$ cat config.mk
export PLATFORM = sky130hd
export DESIGN_NAME = s00_axis_rx_fifo
export DESIGN_NICKNAME = d
export VERILOG_FILES = /design/src/rtl/crop_axis_pkg.sv /design/src/rtl/axis_rx_fifo_mem.sv /design/src/rtl/s00_axis_rx_fifo.sv
export SDC_FILE = /design/constraint.sdc
export NUM_CORES = 1
export LEC_CHECK = 0
export CORE_MARGIN = 3
export CORE_UTILIZATION = 35
export CTS_CLUSTER_DIAMETER = 100
export DETAILED_ROUTE_END_ITERATION = 12
export HOLD_SLACK_MARGIN = 0.03
export PLACE_DENSITY_LB_ADDON = 0.2
export SYNTH_ARGS = -nofsm -noshare
export SYNTH_HDL_FRONTEND = slang
export SYNTH_HIERARCHICAL = 1
export SYNTH_SLANG_ARGS = --single-unit
$ cat constraint.sdc
create_clock -name S_AXIS_ACLK -period 6.3 [get_ports S_AXIS_ACLK]
set_input_delay 0.945 -clock S_AXIS_ACLK [delete_from_list [all_inputs] [get_ports S_AXIS_ACLK]]
set_output_delay 0.945 -clock S_AXIS_ACLK [all_outputs]
set_load 0.05 [all_outputs]
$ cat src/rtl/crop_axis_pkg.sv
// -----------------------------------------------------------------------------
// crop_axis_pkg
// Shared definitions for the crop video pipeline AXI4-Stream blocks:
//   - default TDATA width, FIFO depth and line width
//   - helper functions that size the FIFO pointers, the occupancy counter and
//     the per-line beat counter
// -----------------------------------------------------------------------------
package crop_axis_pkg;

  localparam int unsigned DEF_TDATA_WIDTH = 32;
  localparam int unsigned DEF_FIFO_DEPTH  = 16;
  localparam int unsigned DEF_LINE_WIDTH  = 640;

  // Read/write pointer width for a power-of-2 depth.
  function automatic int unsigned ptr_width(input int unsigned depth);
    return (depth > 1) ? $clog2(depth) : 1;
  endfunction

  // Occupancy counter width: must hold the value 'depth' itself (full).
  function automatic int unsigned cnt_width(input int unsigned depth);
    return $clog2(depth) + 1;
  endfunction

  // Beat-in-line counter width: must hold the value 'line_width' itself.
  function automatic int unsigned pix_width(input int unsigned line_width);
    return $clog2(line_width) + 1;
  endfunction

endpackage

$ cat src/rtl/axis_rx_fifo_mem.sv
// -----------------------------------------------------------------------------
// axis_rx_fifo_mem
// Register-array storage for the S00 receive FIFO: one synchronous write port
// and one asynchronous read port, so the FIFO head is visible combinationally
// (first-word-fall-through).
// Ports:
//   clk      in   write clock (rising edge)
//   wr_en    in   write strobe
//   wr_addr  in   write address
//   wr_data  in   write data ({tdata, tlast, tuser})
//   rd_addr  in   read address
//   rd_data  out  contents of rd_addr, no clock latency
// -----------------------------------------------------------------------------
module axis_rx_fifo_mem #(
  parameter int unsigned DW    = 34,
  parameter int unsigned DEPTH = 16,
  parameter int unsigned AW    = 4
) (
  input  logic          clk,
  input  logic          wr_en,
  input  logic [AW-1:0] wr_addr,
  input  logic [DW-1:0] wr_data,
  input  logic [AW-1:0] rd_addr,
  output logic [DW-1:0] rd_data
);

  // Payload storage only; validity is tracked by the pointers in the parent,
  // so the array itself needs no reset.
  logic [DW-1:0] mem [DEPTH];

  always_ff @(posedge clk) begin
    if (wr_en) mem[wr_addr] <= wr_data;
  end

  assign rd_data = mem[rd_addr];

endmodule

$ cat src/rtl/s00_axis_rx_fifo.sv
// -----------------------------------------------------------------------------
// s00_axis_rx_fifo
// AXI4-Stream slave for the crop pipeline. Accepted pixel beats are buffered in
// a first-word-fall-through FIFO that the crop core drains with rd_en/empty.
// Line framing is checked on every accepted beat: TUSER marks beat 1 of a
// frame/line, TLAST must land exactly on beat C_LINE_WIDTH.
//
// Handshake: a beat transfers on a rising edge where S_AXIS_TVALID and
// S_AXIS_TREADY are both high. TREADY depends only on the registered FIFO
// count (never on TVALID); TDATA/TLAST/TUSER are not sampled otherwise. On the
// read side, a pop happens on a rising edge where rd_en is high and empty is
// low; rd_en while empty is ignored.
//
// Ports:
//   S_AXIS_ACLK    in   sole clock, rising edge
//   S_AXIS_ARESET  in   asynchronous active-high reset
//   S_AXIS_TDATA   in   beat data
//   S_AXIS_TSTRB   in   byte qualifiers (ignored, all bytes valid)
//   S_AXIS_TVALID  in   upstream beat valid
//   S_AXIS_TREADY  out  FIFO has space
//   S_AXIS_TLAST   in   end of line
//   S_AXIS_TUSER   in   start of frame
//   rd_en          in   pop request
//   empty          out  FIFO holds no beat
//   data_out       out  head beat data (valid when !empty)
//   last_out       out  head beat TLAST
//   user_out       out  head beat TUSER
//   fifo_cnt       out  occupancy 0..C_S_AXIS_FIFO_DEPTH
//   eol_err        out  one-cycle pulse after a mis-framed beat is accepted
// -----------------------------------------------------------------------------
module s00_axis_rx_fifo
  import crop_axis_pkg::*;
#(
  parameter int unsigned C_S_AXIS_TDATA_WIDTH = DEF_TDATA_WIDTH,
  parameter int unsigned C_S_AXIS_FIFO_DEPTH  = DEF_FIFO_DEPTH,
  parameter int unsigned C_LINE_WIDTH         = DEF_LINE_WIDTH
) (
  input  logic                                     S_AXIS_ACLK,
  input  logic                                     S_AXIS_ARESET,
  input  logic [C_S_AXIS_TDATA_WIDTH-1:0]          S_AXIS_TDATA,
  input  logic [C_S_AXIS_TDATA_WIDTH/8-1:0]        S_AXIS_TSTRB,
  input  logic                                     S_AXIS_TVALID,
  output logic                                     S_AXIS_TREADY,
  input  logic                                     S_AXIS_TLAST,
  input  logic                                     S_AXIS_TUSER,
  input  logic                                     rd_en,
  output logic                                     empty,
  output logic [C_S_AXIS_TDATA_WIDTH-1:0]          data_out,
  output logic                                     last_out,
  output logic                                     user_out,
  output logic [cnt_width(C_S_AXIS_FIFO_DEPTH)-1:0] fifo_cnt,
  output logic                                     eol_err
);

  localparam int unsigned W   = C_S_AXIS_TDATA_WIDTH;
  localparam int unsigned D   = C_S_AXIS_FIFO_DEPTH;
  localparam int unsigned PW  = ptr_width(D);
  localparam int unsigned CW  = cnt_width(D);
  localparam int unsigned PXW = pix_width(C_LINE_WIDTH);

  logic [PW-1:0]  wr_ptr, rd_ptr;
  logic [CW-1:0]  cnt_q;
  logic [PXW-1:0] pix_cnt, beat_num, pix_next;
  logic           push, pop, frame_err;
  logic [W+1:0]   head;

  // TSTRB carries no information for this pipeline.
  logic unused_tstrb;
  assign unused_tstrb = ^S_AXIS_TSTRB;

  // ---------------------------------------------------------------------------
  // Handshake and flags (all from registered count: no flag lag, no bypass)
  // ---------------------------------------------------------------------------
  assign S_AXIS_TREADY = (cnt_q != CW'(D));
  assign empty         = (cnt_q == '0);
  assign fifo_cnt      = cnt_q;
  assign push          = S_AXIS_TVALID & S_AXIS_TREADY;
  assign pop           = rd_en & ~empty;

  // ---------------------------------------------------------------------------
  // Storage
  // ---------------------------------------------------------------------------
  axis_rx_fifo_mem #(
    .DW    (W + 2),
    .DEPTH (D),
    .AW    (PW)
  ) u_mem (
    .clk     (S_AXIS_ACLK),
    .wr_en   (push),
    .wr_addr (wr_ptr),
    .wr_data ({S_AXIS_TDATA, S_AXIS_TLAST, S_AXIS_TUSER}),
    .rd_addr (rd_ptr),
    .rd_data (head)
  );

  assign {data_out, last_out, user_out} = head;

  // ---------------------------------------------------------------------------
  // Pointers and occupancy
  // ---------------------------------------------------------------------------
  always_ff @(posedge S_AXIS_ACLK or posedge S_AXIS_ARESET) begin
    if (S_AXIS_ARESET) begin
      wr_ptr <= '0;
      rd_ptr <= '0;
      cnt_q  <= '0;
    end else begin
      if (push) wr_ptr <= (wr_ptr == PW'(D - 1)) ? '0 : wr_ptr + PW'(1);
      if (pop)  rd_ptr <= (rd_ptr == PW'(D - 1)) ? '0 : rd_ptr + PW'(1);
      case ({push, pop})
        2'b10:   cnt_q <= cnt_q + CW'(1);
        2'b01:   cnt_q <= cnt_q - CW'(1);
        default: cnt_q <= cnt_q;
      endcase
    end
  end

  // ---------------------------------------------------------------------------
  // Framing checker
  // pix_cnt holds the number of beats already accepted in the current line.
  // A TUSER beat starts a new line as beat 1 regardless of history. Both an
  // EOL on the wrong beat and a missing EOL at beat C_LINE_WIDTH return the
  // counter to 0 so the next beat starts a fresh line.
  // ---------------------------------------------------------------------------
  always_comb begin
    beat_num  = S_AXIS_TUSER ? PXW'(1) : pix_cnt + PXW'(1);
    pix_next  = beat_num;
    frame_err = 1'b0;
    if (S_AXIS_TLAST) begin
      frame_err = (beat_num != PXW'(C_LINE_WIDTH));
      pix_next  = '0;
    end else if (beat_num == PXW'(C_LINE_WIDTH)) begin
      frame_err = 1'b1;
      pix_next  = '0;
    end
  end

  always_ff @(posedge S_AXIS_ACLK or posedge S_AXIS_ARESET) begin
    if (S_AXIS_ARESET) begin
      pix_cnt <= '0;
      eol_err <= 1'b0;
    end else begin
      if (push) pix_cnt <= pix_next;
      eol_err <= push & frame_err;
    end
  end

endmodule

**Word level (Yosys, flattened, before mapping)**

Memory sizes are Yosys's and may differ from the RTL's.
Cells that the tools add are included.

- Register bits: 25
- Bits in writable memories: 544
- Output and inout bits: 42
- Word-level logic and storage cells: 34
- Memories: 1

- $add $sub $neg: 5
- Eq/ne operators: 7
- Multiplexer cells: 10
- Bitwise gates (word level): 4
- Reduce and logical (&&, ||, !) cells: 2

Memory list:

| name | depth | bits a word | read ports | clocked after memory_dff | wr ports | RTL line | source |
|---|---|---|---|---|---|---|---|
| u_mem.mem | 16 | 34 | 1 | 0 | 1 | axis_rx_fifo_mem.sv:29 | `logic [DW-1:0] mem [DEPTH];` |

Operators by type and width:

| kind | count |
|---|---|
| $mux 11 | 3 |
| $add 11x1->11 const B | 1 |
| $eq 11x10->1 const B | 1 |
| $ne 11x10->1 const B | 1 |
| $pmux 5 s2 | 1 |
| $add 4x1->4 const B | 2 |
| $eq 4x4->1 const B | 2 |
| $mux 4 | 2 |
| $add 5x1->5 const B | 1 |
| $logic_not 5->1 | 1 |
| $ne 5x5->1 const B | 1 |
| $sub 5x1->5 const B | 1 |
| $mux 1 | 4 |
| $and 1x1->1 | 3 |
| $eq 2x1->1 const B | 1 |
| $eq 2x2->1 const B | 1 |
| $reduce_bool 2->1 | 1 |
| $not 1->1 | 1 |

**Depth between registers and ports, before layout**

Gate-level depths: netlist (run 1).

- Word-level depth: 6
- Mapped depth: 14

**Hierarchy**

Netlist (run 1), hierarchy kept.

By module, submodules not included:

| module | instances | cells each | area each (um^2) | sequential area each (um^2) |
|---|---|---|---|---|
| axis_rx_fifo_mem | 1 | 854 | 20395.8 | 16335.7 |
| s00_axis_rx_fifo | 1 | 175 | 1585.3 | 625.6 |

**Least setup slack after synthesis (run 1)**

No wires, ideal clock.

- Path type: reg2reg
- Start point: register cnt_q[0] (netlist: fifo_cnt[0])
- End point: memory u_mem.mem[0][0], enable pin
- Library setup time: 0.467 ns
- Arrival: 4.445 ns
- Required time: 5.833 ns
- Path slack: 1.387 ns
- Cell stages (with the launch flop): 7
- Buffers on the path: 0
- Period minus slack after synthesis: 4.913 ns
- Cell sequence: dfrtp_1 nor4_1 nand2_1 nand2_1 clkinv_1 or3b_2 nor3_1

- Longest elaborated chain between the ends: 4

Ends and longest elaborated chain:

| what | RTL line | source |
|---|---|---|
| from (decl) | s00_axis_rx_fifo.sv:62 | `logic [CW-1:0] cnt_q;` |
| from (signal assigned) | s00_axis_rx_fifo.sv:110 | `2'b10: cnt_q <= cnt_q + CW'(1);` |
| from (signal assigned) | s00_axis_rx_fifo.sv:111 | `2'b01: cnt_q <= cnt_q - CW'(1);` |
| from (signal assigned) | s00_axis_rx_fifo.sv:112 | `default: cnt_q <= cnt_q;` |
| $ne 5x5->1 | s00_axis_rx_fifo.sv:74 | `assign S_AXIS_TREADY = (cnt_q != CW'(D));` |
| via S_AXIS_TREADY | s00_axis_rx_fifo.sv:43 | `output logic S_AXIS_TREADY,` |
| $and 1x1->1 | s00_axis_rx_fifo.sv:77 | `assign push = S_AXIS_TVALID & S_AXIS_TREADY;` |
| via push | s00_axis_rx_fifo.sv:64 | `logic push, pop, frame_err;` |
| $mux 1 | axis_rx_fifo_mem.sv:32 | `if (wr_en) mem[wr_addr] <= wr_data;` |
| $mux 1 (not written as such) | axis_rx_fifo_mem.sv:32 |  |
| to (decl) | axis_rx_fifo_mem.sv:29 |  |

The timed path passes the listed nets, and every way through them passes these cells.

**Worst setup path after layout (run 1)**

- Start point: register rd_ptr[1]
- End point: output port data_out[12]

- Longest elaborated chain between the ends: 1

Ends and longest elaborated chain:

| what | RTL line | source |
|---|---|---|
| from (decl) | s00_axis_rx_fifo.sv:61 | `logic [PW-1:0] wr_ptr, rd_ptr;` |
| from (signal assigned) | s00_axis_rx_fifo.sv:108 | `if (pop) rd_ptr <= (rd_ptr == PW'(D - 1)) ? '0 : rd_ptr + PW'(1);` |
| $mem_v2 16x34 | n/a |  |
| to (decl) | s00_axis_rx_fifo.sv:48 | `output logic [C_S_AXIS_TDATA_WIDTH-1:0] data_out,` |

Every way passes these cells.

==> results by group, run 1 <==
Outcome
  – Status: complete, no violations

Route
  – Detailed-route via count: around 11,000
  – Final wirelength: a little under 50 mm
  – Via/cell ratio: roughly 5.2
  – Drt drc: 0
  – Average wire per cell in the routed design: 24.28 um
  – Pre-antenna DRT Iters: 7
  – DR iter-0 viols: between 900 and 1,000
  – Post-route ant nets: 0

Floorplanning
  – Starting Density: 0.3549
  – Core ar.: approximately 62,000 um^2
  – Die height: 256.6 um
  – Ports: between 80 and 90
  – Die Footprint: approximately 66,000 um^2
  – Row count: 91
  – Die width: between 200 and 300 um

Clock tree
  – Htree depth: 2
  – Clock Latency Late Sink: between 0.6 and 0.7 ns
  – Post-CTS Hold Fix Bufs: 0
  – Num Clock Sinks: 569
  – CTS Buffer Depth: 3
  – CTS buffer count: 60
  – Number of setup buffers added after CTS: 0
  – Post-CTS sizing: 0
  – Root Buffer: clkbuf_16
  – CTS tree: done
  – CTS clock-pin slew for the worst setup and hold paths: roughly 0.060 ns

Logic synthesis
  – Synth Cell Area: 21,980 um^2
  – Syn Inst Count: roughly 1,000
  – Avg Cell Area, Syn: around 21 um^2
  – Sequential share of the synthesized area: 0.7716
  – Asr flop ratio synth: 0.04394
  – Distinct cells, synth: 48
  – Area contributors post-synth: edfxtp_1 (74%), mux4_2 (14%), dfrtp_1 (2.8%)
  – Largest area contributor in the netlist: edfxtp_1
  – Post-synth top area share: 0.7432
  – Post-synthesis net count: 1,079
  – Most used DFF post-synth: edfxtp_1
  – Ys Warns: 6
  – Yosys reg bits: between 500 and 600
  – EDFF count, synth: between 500 and 600

STA
  – FMAX: ~210 MHz
  – Worst slew pin tran: 1.148 ns
  – Final WS setup: about 1.6 ns
  – Total negative slack: 0 ns
  – Fin. max-slew vios: 0
  – Setup Skew: about 0.022 ns
  – RSZ-0062 raised after global routing: no
  – Period utilization: 0.7518
  – Worst slew margin: 0.2307
  – Final hold vios: 0
  – Final setup fails: 0
  – Min Clock Period, post-route: between 4 and 5 ns

Final layout
  – Commonest non-fill, non-tap cell in the layout: edfxtp_1
  – Share of layout cells above drive strength 1: 0.2429
  – Area grow syn2layout: 17.99%
  – Nets: between 1,000 and 1,500
  – Most frequent cells in the layout: edfxtp_1 (544), mux4_2 (136), clkdlybuf4s50_1 (79)
  – Fill count: 5,491
  – Area of the multi-input gates: ~4900 um^2
  – Non-Filler Instances: slightly above 2,000
  – Register area: between 15,000 and 20,000 um^2

Power
  – VDD IR-drop max: between 200 and 300 uV
  – Pleak: between 8 and 9 nW
  – Pwr per Cell Area: 473.0 nW/um^2

Worst hold path
  – Hold Path Class: flop to flop

Global route
  – Gr usage total: 0.1509
  – Global-route wire length before repair: about 74 mm
  – Vias in the first global route: 11,267
  – Largest net degree at the start of global routing: 62
  – GRT Residual Overflow: 0
  – Initial antenna violation count: 2

Worst setup path
  – Max Fanout on Critical Path: 61
  – CP Cell Sequence: buf_4 -> mux4_2 -> a22oi_1 -> nand2_1 -> clkdlybuf4s50_1
  – CP Data Required Time: between 5 and 6 ns
  – Largest stage delay on the critical path: 1.10 ns
  – CP Class: flop to output pin
  – Startpoint Class: flop
  – CP max-delay cell: dfrtp_4
  – CP Capture Type: output pin
  – WP data arrival: 3.79 ns

Placed design
  – DP Cell Count: 1,924
  – # port buffers: approximately 80
  – Placer Congestion: between 0.7 and 0.8
  – Place WS: about 2.1 ns
  – Post-DP HPWL: about 27 mm

Job
  – Max-cap check violation count: 0
metrics by stage:
| stage | area (um^2) | hold WS [ns] | utilization | power [mW] |
|---|---|---|---|---|
| finish | 25930 | 0.5215 | 0.4187 | 12.27 |
| detailed placement | 24020 | 0.5101 | 0.3878 | 9.032 |
| global route | 25930 | 0.5540 | 0.4187 | 12.83 |
| global placement | 24020 | 0.5081 | 0.3878 | 8.998 |
| CTS | 25930 | 0.5226 | 0.4187 | 12.49 |
| floorplan | 21980 | 0.5164 | - | 7.590 |
critical path, delay by kind of cell (launching register included):
family | cells | cell delay [ns]
buffers and inverters | 2 | 1.22
DFF | 1 | 1.10
muxes | 1 | 0.36
AOI/OAI and AO/OA | 1 | 0.35
and+or+nand+nor | 1 | 0.09
synthesized netlist by cell type (2+ instances only):
master    count
a31oi_1       4
and3_1        4
clkbuf_2      2
inv_1         7
mux4_2      136
nor2b_1       7
nand2b_1      4
buf_6         5
nor2_1       23
xnor2_1       6
a21oi_1       7
dfrtp_1      25
nand3b_1      2
ha_1          7
nor4_1        5
clkbuf_1     26
mux2i_1       3
edfxtp_1    544
xor2_1        6
buf_2        21
nand3_1       9
mux2_2        2
nand2_1      60
o31ai_1       2
o21ai_0      10
a21o_1        3
a211oi_1      2
nand4_1       3
nor3_1        7
a22oi_1      69
flip-flops by register name (all words and copies together) (netlist names):
register and count:
u_mem/mem 544, pix_cnt 11, wr_ptr 4, eol_err 1, rd_ptr 4, fifo_cnt 5
worst paths after layout:
kind                               start                to  slack (ns)  cells past startpoint
max                            rd_ptr[1]      data_out[12]        1.56                      5
min                          fifo_cnt[4]       fifo_cnt[4]        0.52                      1
min in group asynchronous  S_AXIS_ARESET       fifo_cnt[4]        0.88                      2
max in group asynchronous  S_AXIS_ARESET         rd_ptr[0]        4.67                      2
min reg2reg                  fifo_cnt[4]       fifo_cnt[4]        0.52                      1
max reg2reg                  fifo_cnt[0]  u_mem/mem[2][17]        3.07                      8
metal layers:
metal	up-vias	GRT usage	wire length [um]	part of all wire
met5	-	0	13	0.00026
li1	4553	-	-	-
met2	209	0.2487	24280	0.49
met1	5735	0.2111	22290	0.45
met4	2	0.04110	974	0.020
met3	71	0.02183	1880	0.038
where the power goes:
group          internal, mW  total (mW)  switching (mW)
registers              4.53        4.83           0.307
logic                  1.61        4.01            2.40
clock network          1.98        3.42            1.44
total                  8.12        12.3            4.15
kinds of logic (layout without fill, tap and decap cells):
logic type	Yosys count	in the layout	synth area share
mux	141	141	0.1417
fa+ha+maj	8	8	0.004895
xor+xnor	12	12	0.004781
other cells	0	1	0
buf+inv	63	232	0.01377
simple gates	132	132	0.02874
flops	569	569	0.7716
compound gates	104	104	0.03444
area by class of cell:
type | instances | area share
clock buffer | 74 | 0.06069
clock inverter | 37 | 0.01312
sequential | 569 | 0.6543
timing repair buffer | 113 | 0.04323
inverter | 8 | 0.001158
antenna | 1 | 0.00009649
tap | 837 | 0.04038
multi-input combinational | 397 | 0.1870
Note: power is estimated with default switching activity, not from simulation.
==> inputs of run 2 (changes only) <==
==> constraint.sdc (replaced) <==
create_clock -name S_AXIS_ACLK -period 4.6 [get_ports S_AXIS_ACLK]
set_input_delay 0.69 -clock S_AXIS_ACLK [delete_from_list [all_inputs] [get_ports S_AXIS_ACLK]]
set_output_delay 0.69 -clock S_AXIS_ACLK [all_outputs]
set_load 0.05 [all_outputs]
==> run 2 against run 1 <==
  * Sequential share of layout area decreased by 0.54 points
  * Cell count is 0.15% higher
  * Critical path depth stayed put
  * Clock power grew 39%
  * Register-to-register slack worse by 1.3 ns
  * Flip-flop and latch count stayed put
  * Worst hold slack lost 0.10 ns
  * Clock skew up 0.042 ns
  * Wire length is 0.84% higher
  * Largest power group unchanged
==> results by group, run 2 (synthesis gave the netlist of run 1 again) <==
Worst setup path
  – CP Data Required Time: 3.91 ns
  – FF-to-FF End: fifo_cnt[4]
  – CP Cell Sequence: buf_4 -> mux4_2 -> a22oi_1 -> nand2_1 -> clkdlybuf4s50_1
  – CP Capture Type: output pin
  – Startpoint Class: flop
  – R2r startpoint: fifo_cnt[0]
  – Flop2flop setup slack: ~1.8 ns
  – Worst-case reg-to-reg path depth: 13
  – WP data arrival: around 3.3 ns
  – Largest stage delay on the critical path: roughly 0.71 ns
  – CP max-delay cell: clkdlybuf4s50_1
  – CP Class: flop to output pin
  – Max Fanout on Critical Path: 18

Floorplanning
  – Starting Density: 0.3549
  – Die width: roughly 260 um
  – Core ar.: around 62,000 um^2
  – Ports: 84
  – Die height: 256.6 um
  – Row count: 91
  – Die Footprint: ~66,000 um^2

Power
  – Pleak: between 8 and 9 nW
  – VDD IR-drop max: approximately 470 uV
  – Pwr per Cell Area: 649.1 nW/um^2

STA
  – Final hold vios: 0
  – Setup Skew: approximately 0.064 ns
  – RSZ-0062 raised after global routing: no
  – Worst slew pin tran: slightly below 0.8 ns
  – Total negative slack: 0 ns
  – Worst slew margin: 0.4693
  – Fin. max-slew vios: 0
  – Final setup fails: 0
  – FMAX: 248.9 MHz
  – Period utilization: 0.8733
  – Min Clock Period, post-route: between 4 and 5 ns

Clock tree
  – CTS tree: done
  – Num Clock Sinks: approximately 570
  – Number of setup buffers added after CTS: 0
  – CTS clock-pin slew for the worst setup and hold paths: 0.06 ns
  – Post-CTS sizing: 0
  – Root Buffer: clkbuf_16
  – Post-CTS Hold Fix Bufs: 0
  – CTS buffer count: 61
  – Clock Latency Late Sink: 0.64 ns
  – CTS Buffer Depth: 3
  – Htree depth: 2

Final layout
  – Largest register FFs: roughly 540
  – Non-Filler Instances: just over 2,000
  – Fin area: 26,150 um^2
  – Most frequent cells in the layout: edfxtp_1 (544), mux4_2 (136), clkdlybuf4s50_1 (79)
  – Share of layout cells above drive strength 1: 0.2421
  – Area grow syn2layout: 18.96%
  – Util after Layout: 0.4222
  – Nets: approximately 1,200
  – Commonest non-fill, non-tap cell in the layout: edfxtp_1
  – Diodes inserted: 0
  – Biggest register: u_mem/mem

Global route
  – GRT Residual Overflow: 0
  – Vias in the first global route: 11,177
  – Initial antenna violation count: 2
  – Gr usage total: 0.1524
  – Largest net degree at the start of global routing: 55
  – Global-route wire length before repair: between 70 and 80 mm

Job
  – Max-cap check violation count: 0

Route
  – Detailed-route via count: 10,474
  – Pre-antenna DRT Iters: 5
  – Post-route ant nets: 0
  – Average wire per cell in the routed design: about 24 um
  – Drt drc: 0
  – Final wirelength: 49.86 mm
  – DR iter-0 viols: between 700 and 800
  – Via/cell ratio: about 5.1

Placed design
  – # port buffers: between 70 and 80
  – DP Cell Count: about 1,900
  – Post-DP HPWL: about 28 mm
  – Placer Congestion: 0.7167
  – Placed cell area: about 24,000 um^2

Outcome
  – Status: complete, no violations

Worst hold path
  – Hold Path Class: input port to async pin
run 2: area by class of cell:
type                       count  area, um^2
timing repair buffer         120        1286
clock buffer                  70        1560
multi-input combinational    397        4857
sequential                   569       16970
fill                        5444       35790
tap                          837        1047
clock inverter                38       399.1
inverter                       8       30.03
run 2: power breakdown:
group | switching, mW | internal, mW | total (mW)
Sequential | 0.268 | 6.20 | 6.47
Clock | 1.99 | 2.76 | 4.75
Combinational | 3.46 | 2.29 | 5.75
run 2: metal layers:
metal / wire, um / global-route usage / part of all wire
met1: 21910 / 0.2086 / 0.44
met2: 24800 / 0.2566 / 0.50
met3: 2178 / 0.02469 / 0.044
met4: 949 / 0.03622 / 0.019
met5: 20 / 0 / 0.00040
run 2: how the worst max path moves through the flow:
stage           startpoint               end  slack [ns]  cells after the start
3_3_place_gp     rd_ptr[0]       data_out[2]        1.12                      5
3_5_place_dp     rd_ptr[0]       data_out[2]        1.12                      5
2_1_floorplan  fifo_cnt[0]  u_mem/mem[12][0]        0.03                      6
4_1_cts          rd_ptr[0]       data_out[2]        0.47                      5
6_report         rd_ptr[0]       data_out[2]        0.58                      5
5_1_grt          rd_ptr[0]       data_out[2]        0.32                      5
run 2: worst max-delay path, delay by kind of cell (launching register included):
family | cells | cell delay [ns]
AOI/OAI and AO/OA | 1 | 0.26
buffers and inverters | 2 | 1.11
DFF | 1 | 0.69
muxes | 1 | 0.55
and+or+nand+nor | 1 | 0.12
run 2: per-stage QoR:
stage,hold WS (ns),power [mW],worst slack (ns)
after global routing,0.4922,17.75,0.3183
after CTS,0.4043,17.27,0.4747
after global placement,0.5088,12.44,1.115
after floorplan,0.5164,10.40,0.02849
after detailed placement,0.5172,12.47,1.118
final,0.4196,16.97,0.5826
